--- config.mk ---
export PLATFORM = sky130hd
export DESIGN_NAME = pipeline_mem
export DESIGN_NICKNAME = d
export VERILOG_FILES = /design/src/rtl/pipeline_mem.sv
export SDC_FILE = /design/constraint.sdc
export NUM_CORES = 1
export LEC_CHECK = 0
export BUFFER_PORTS_ARGS = -buffer_cell sky130_fd_sc_hd__buf_2
export CAP_MARGIN = 20
export CORE_ASPECT_RATIO = 1.1
export CORE_UTILIZATION = 30
export DETAILED_ROUTE_END_ITERATION = 8
export HOLD_SLACK_MARGIN = 0.03
export PLACE_DENSITY = 0.63
export SYNTH_ARGS = -nofsm -noshare
export SYNTH_HDL_FRONTEND = slang
export SYNTH_SLANG_ARGS = --single-unit
--- constraint.sdc ---
create_clock -name clk -period 5.3 [get_ports clk]
set_input_delay 1.06 -clock clk [delete_from_list [all_inputs] [get_ports clk]]
set_output_delay 1.06 -clock clk [all_outputs]
set_load 0.01 [all_outputs]
--- src/rtl/pipeline_mem.sv ---
// Memory stage of the 5-stage RV64 pipeline.
// Takes the execute-stage bundle and performs at most one data-memory load or
// store over a req/ack bus. It then presents a registered writeback bundle to
// WB with valid/ready flow control.
// Optional build macro: MEM_FORWARD_EN adds the fwd_valid/fwd_reg/fwd_data
// bypass outputs.
module pipeline_mem #(
  parameter int ADDR_WIDTH = 64,
  parameter int DATA_WIDTH = 64
) (
  input  logic                  clk,
  input  logic                  reset,
  input  logic                  in_valid,
  output logic                  ready,
  input  logic [DATA_WIDTH-1:0] ex_res,
  input  logic [DATA_WIDTH-1:0] r2_val_mem,
  input  logic [4:0]            mem_dst_reg,
  input  logic [31:0]           mem_opcode,
  input  logic [2:0]            mem_operation_size,
  input  logic                  ecall_mem,
  output logic                  dmem_req,
  output logic                  dmem_we,
  output logic [ADDR_WIDTH-1:0] dmem_addr,
  output logic [DATA_WIDTH-1:0] dmem_wdata,
  output logic [7:0]            dmem_wstrb,
  input  logic                  dmem_ack,
  input  logic [DATA_WIDTH-1:0] dmem_rdata,
  output logic                  wb_valid,
  input  logic                  wb_ready,
  output logic                  wb_we,
  output logic [4:0]            wb_dst_reg,
  output logic [DATA_WIDTH-1:0] wb_data,
  output logic                  wb_ecall,
  output logic                  wb_misaligned
`ifdef MEM_FORWARD_EN
  ,
  output logic                  fwd_valid,
  output logic [4:0]            fwd_reg,
  output logic [DATA_WIDTH-1:0] fwd_data
`endif
);

  typedef enum logic [1:0] {IDLE, ACCESS, HOLD} state_t;

  state_t state, state_next;

  logic                  accept;
  logic                  is_load, is_store, is_mem;
  logic [2:0]            byte_off;
  logic [2:0]            align_mask;
  logic [7:0]            lane_mask;
  logic                  misaligned;

  // Bundle fields kept while the memory access is outstanding.
  logic [DATA_WIDTH-1:0] cap_res;
  logic [4:0]            cap_dst;
  logic [2:0]            cap_size;
  logic [2:0]            cap_off;
  logic                  cap_load;
  logic                  cap_ecall;

  logic [DATA_WIDTH-1:0] shifted;
  logic [DATA_WIDTH-1:0] load_value;

  assign ready  = (state == IDLE) && (!wb_valid || wb_ready);
  assign accept = in_valid && ready;

  // Decode the incoming bundle: op type, byte lanes and alignment.
  always_comb begin
    // NOTE: every output of this block gets a default first, so no path leaves a latch.
    is_load    = (mem_opcode == 32'd1);
    is_store   = (mem_opcode == 32'd2);
    is_mem     = (is_load || is_store) && !ecall_mem;
    byte_off   = ex_res[2:0];
    lane_mask  = 8'h01;
    align_mask = 3'b000;
    unique case (mem_operation_size[1:0])
      2'd0: begin lane_mask = 8'h01; align_mask = 3'b000; end
      2'd1: begin lane_mask = 8'h03; align_mask = 3'b001; end
      2'd2: begin lane_mask = 8'h0F; align_mask = 3'b011; end
      2'd3: begin lane_mask = 8'hFF; align_mask = 3'b111; end
    endcase
    misaligned = is_mem && ((byte_off & align_mask) != 3'b000);
  end

  // Extract the addressed lanes from the read doubleword and extend them.
  always_comb begin
    shifted    = dmem_rdata >> {cap_off, 3'b000};
    load_value = shifted;
    unique case (cap_size[1:0])
      2'd0: load_value = cap_size[2] ? {{(DATA_WIDTH-8){1'b0}}, shifted[7:0]}
                                     : {{(DATA_WIDTH-8){shifted[7]}}, shifted[7:0]};
      2'd1: load_value = cap_size[2] ? {{(DATA_WIDTH-16){1'b0}}, shifted[15:0]}
                                     : {{(DATA_WIDTH-16){shifted[15]}}, shifted[15:0]};
      2'd2: load_value = cap_size[2] ? {{(DATA_WIDTH-32){1'b0}}, shifted[31:0]}
                                     : {{(DATA_WIDTH-32){shifted[31]}}, shifted[31:0]};
      2'd3: load_value = shifted;
    endcase
  end

  // State register.
  always_ff @(posedge clk) begin
    // NOTE: sequential state always uses non-blocking assignments.
    if (reset) state <= IDLE;
    else       state <= state_next;
  end

  // Next-state logic: only aligned memory ops leave IDLE.
  always_comb begin
    state_next = state;
    unique case (state)
      IDLE:    if (accept && is_mem && !misaligned) state_next = ACCESS;
      ACCESS:  if (dmem_ack)                        state_next = HOLD;
      HOLD:    if (wb_ready)                        state_next = IDLE;
      default:                                      state_next = IDLE;
    endcase
  end

  // Capture the bundle fields needed to finish a memory access.
  always_ff @(posedge clk) begin
    // NOTE: no reset here; these are always written on acceptance before they are read.
    if (accept) begin
      cap_res   <= ex_res;
      cap_dst   <= mem_dst_reg;
      cap_size  <= mem_operation_size;
      cap_off   <= byte_off;
      cap_load  <= is_load;
      cap_ecall <= ecall_mem;
    end
  end

  // Memory request and writeback bundle registers.
  always_ff @(posedge clk) begin
    if (reset) begin
      dmem_req      <= 1'b0;
      dmem_we       <= 1'b0;
      dmem_addr     <= '0;
      dmem_wdata    <= '0;
      dmem_wstrb    <= '0;
      wb_valid      <= 1'b0;
      wb_we         <= 1'b0;
      wb_dst_reg    <= '0;
      wb_data       <= '0;
      wb_ecall      <= 1'b0;
      wb_misaligned <= 1'b0;
    end else begin
      unique case (state)
        IDLE: begin
          if (accept) begin
            if (is_mem && !misaligned) begin
              dmem_req   <= 1'b1;
              dmem_we    <= is_store;
              dmem_addr  <= {ex_res[ADDR_WIDTH-1:3], 3'b000};
              dmem_wdata <= is_store ? (r2_val_mem << {byte_off, 3'b000}) : '0;
              dmem_wstrb <= is_store ? (lane_mask << byte_off) : 8'h00;
              wb_valid   <= 1'b0;
            end else begin
              wb_valid      <= 1'b1;
              wb_we         <= !misaligned && (mem_dst_reg != 5'd0);
              wb_dst_reg    <= mem_dst_reg;
              wb_data       <= ex_res;
              wb_ecall      <= ecall_mem;
              wb_misaligned <= misaligned;
            end
          end else if (wb_valid && wb_ready) begin
            wb_valid <= 1'b0;
          end
        end
        ACCESS: begin
          if (dmem_ack) begin
            dmem_req      <= 1'b0;
            wb_valid      <= 1'b1;
            wb_we         <= cap_load && (cap_dst != 5'd0);
            wb_dst_reg    <= cap_dst;
            wb_data       <= cap_load ? load_value : cap_res;
            wb_ecall      <= cap_ecall;
            wb_misaligned <= 1'b0;
          end
        end
        HOLD: begin
          if (wb_ready) wb_valid <= 1'b0;
        end
        default: ;
      endcase
    end
  end

`ifdef MEM_FORWARD_EN
  // Bypass view of the writeback register for EX/ID forwarding.
  assign fwd_valid = wb_valid && wb_we;
  assign fwd_reg   = wb_dst_reg;
  assign fwd_data  = wb_data;
`endif

endmodule

==> impl_metrics.ini <==
[global_route]
grt_pass1_vias = 13100
grt_overflow = 0
grt_max_degree = 114
antenna_found_initial = 8
grt_pass1_wl_mm = 82.9
grt_usage_pct = 22.4

[setup_path]
cpLargestDelayFamily = simple AND/OR/NAND/NOR gates
worst_setup_path_end_kind = flop
critPathKind = flop to flop
path_max_fanout = 31
rrSetupSlack_ns = 1.72
start_kind = flop
crit_path_start = cap_res[2]
rr_endpoint = wb_data[56]
reg2reg_depth = 7
cp_cell_sequence = buf_4 > nor2b_1 > and2_1 > nand2_2 > nor2_1 > a32oi_1 > a311oi_2
crit_arrival_ns = 4.01
cp.required_ns = 5.73
r2r-start = cap_res[2]
crit_buf_inv = 1
max_stage_delay_ns = 0.77
crit_slowest_cell = and2_1
crit_cells = 7

[yosys]
avgSynthCellArea_um2 = 9.27
synth_edf_count = 74
synthFlopType = dfxtp_1
netlist_area_um2 = 14500
synthCells = 1562
ys_ff_latch = 284
yosysSeqAreaShare_pct = 44.4
synth_async_sr_flop_share_pct = 0
yosys_warnings = 0
ys_types = 66

[clocking]
postCtsSetupBuffers = 0
clock_sinks = 284
clk_latency_ns = 0.55
clk_pin_slew_worst_paths_ns = 0.06
cts_root_buf = clkbuf_16
cts_tree = done
cts_buffers = 35
cts.htree.levels = 2
clockBufferDepth = 3
cts_resized = 0
cts-hold-fix-buffers = 0

[die]
row_count = 84
dieArea_um2 = 49200
design.portCount = 450
die_w_um = 212
start_util_pct = 30.4
coreArea_um2 = 47700
die_h_um = 232

[final_layout]
nets = 2164
largest_registers = cap_res: 64 flops, dmem_wdata: 64 flops, wb_data: 64 flops
n_fill_cell = 4898
final_util_pct = 38.2
area_delta_synth_final_pct = 26.0
drive_above_1_share_pct = 32.2

[power]
p_leak_nw = 7.54
p_total_mw = 6.59
worst_ir_drop_vdd_v = 0.000229
power.density_nw_per_um2 = 361

[status]
status = complete, no violations

[sta]
fin_crit_sh_pct = 67.5
setup_violations = 0
hold_violations = 0
drv_slew = 0
setup_tns_ns = 0
fmax_ghz = 0.280
max_slew.worst_pin.slew_ns = 1.10
skew_ns = 0.0242
rsz0062_at_grt = false
hold_slack_ns = 0.446
finalCriticalPeriod_ns = 3.58
slew_headroom_pct = 26.5

[place]
port-buffer-count = 446
gp_congestion = 0.904
hpwlAfterDp_mm = 41.2

[routing]
postRouteAntennaNets = 0
drc = 0
first_iter_violations = 1152
vias_per_cell = 5.32
dr.pass1.iters = 6
wl_per_cell_um = 21.9
vias = 13800
wirelength_mm = 56.8

[worst_hold_path]
min_from = dmem_addr[44]
min_path_type = flop to flop
min_path_cells = 2
worstHoldEndpoint = dmem_addr[44]

[job]
cap_violations = 0
## kinds of logic after synthesis
family / Yosys count / synth area share (%)
compound gates: 477 / 23.9
xor+xnor: 1 / 0.0605
fa+ha+maj: 5 / 0.432
buf+inv: 155 / 5.00
flops: 284 / 44.4
mux: 165 / 12.3
other cells: 1 / 0.0259
simple gates: 474 / 13.9
## stage by stage
stage | instances | setup slack, ns | cell area [um^2]
2_1_floorplan | 1564 | 0.805 | 14500
3_3_place_gp | 2529 | 1.59 | 17100
3_5_place_dp | 2529 | 1.47 | 17100
4_1_cts | 2591 | 1.78 | 18200
5_1_grt | 2593 | 1.56 | 18200
6_report | 2595 | 1.72 | 18200
## tightest hold or removal path: cells and delay by family (launching register included)
kind / cells / cell delay (ns)
AOI/OAI and AO/OA: 1 / 0.05
DFF: 1 / 0.30
and+or+nand+nor: 1 / 0.05
## per-layer routing
metal | share of wire [%] | routed length, um | track usage (%) | vias up
met4 | 3.7 | 2120 | 9.10 | 10
met5 | 0.11 | 60 | 0 | -
met2 | 47 | 27000 | 36.9 | 599
met1 | 41 | 23100 | 27.8 | 6613
met3 | 8.0 | 4550 | 5.39 | 117
li1 | - | - | - | 6477
## report_power, final
part	total (mW)	internal, mW	switching, mW
Clock	2.51	1.50	1.00
Combinational	1.53	0.537	0.996
Sequential	2.55	2.44	0.105
Total	6.59	4.48	2.11
## placed cells by master (no fill, tap or decap), types with 8 or more instances in the layout
cell type,count
dfxtp_1,210
a311oi_1,8
a311oi_2,27
nand2_1,202
o21ai_0,69
a32oi_1,24
buf_2,443
nand2b_1,16
clkbuf_16,38
a211oi_1,19
mux2i_1,127
a22oi_1,45
mux2_2,31
nand3_1,8
edfxtp_1,74
a22o_1,26
nor2b_1,10
o221ai_1,15
nor2_1,186
a211oi_2,18
a21oi_1,139
o2bb2ai_1,21
inv_1,8
o22ai_1,29
nor3_1,13
buf_4,21
## worst max-delay path by stage
| stage | to | slack, ns |
|---|---|---|
| 5_1_grt | wb_data[57] | 1.56 |
| 4_1_cts | wb_data[56] | 1.78 |
| 6_report | wb_data[56] | 1.72 |
| 2_1_floorplan | wb_data[38] | 0.80 |
| 3_3_place_gp | dmem_wstrb[6] | 1.59 |
| 3_5_place_dp | dmem_addr[55] | 1.47 |
## cell type report
| cell class | instances | area [um^2] | area share [%] |
|---|---|---|---|
| Multi-Input combinational cell | 1125 | 7380 | 40.5 |
| Sequential cell | 284 | 6430 | 35.2 |
| Timing Repair Buffer | 466 | 2410 | 13.2 |
| Clock buffer | 47 | 1010 | 5.56 |
| Tap cell | 645 | 807 | 4.42 |
| Clock inverter | 15 | 169 | 0.926 |
| Inverter | 9 | 33.8 | 0.185 |
| Antenna cell | 4 | 10.0 | 0.0549 |
## synth_stat cells, types with 3 or more instances
master     instances  area share (%)
dfxtp_1          210              29
nand2_1          203             5.3
nor2_1           186             4.8
a21oi_1          139             4.8
mux2i_1          127             8.8
clkbuf_1          81             2.1
edfxtp_1          74              15
o21ai_0           69             2.4
a22oi_1           45             2.3
buf_2             36             1.2
mux2_2            31             2.4
o22ai_1           29             1.3
a311oi_2          27             2.8
a22o_1            26             1.6
a32oi_1           24             1.5
o2bb2ai_1         21             1.3
a211oi_1          19            0.98
a211oi_2          18             1.6
nand2b_1          16            0.69
o221ai_1          15            0.91
nor3_1            13            0.45
buf_1             11            0.29
buf_4             10            0.52
nor2b_1           10            0.43
inv_1              9            0.23
a311oi_1           8            0.48
buf_6              8            0.62
nand3_1            8            0.28
a31o_2             7            0.42
mux4_2             7             1.1
o211ai_1           7            0.36
and2_1             5            0.22
ha_1               5            0.43
nor4_1             5            0.22
a21o_1             4            0.21
and3_1             4            0.17
a31oi_1            3            0.13
nand3b_1           3            0.16
nand4_1            3            0.13
nor3b_1            3            0.16
o2111ai_1          3            0.18
or2_2              3            0.13
Power figures use the tool's default switching activity.
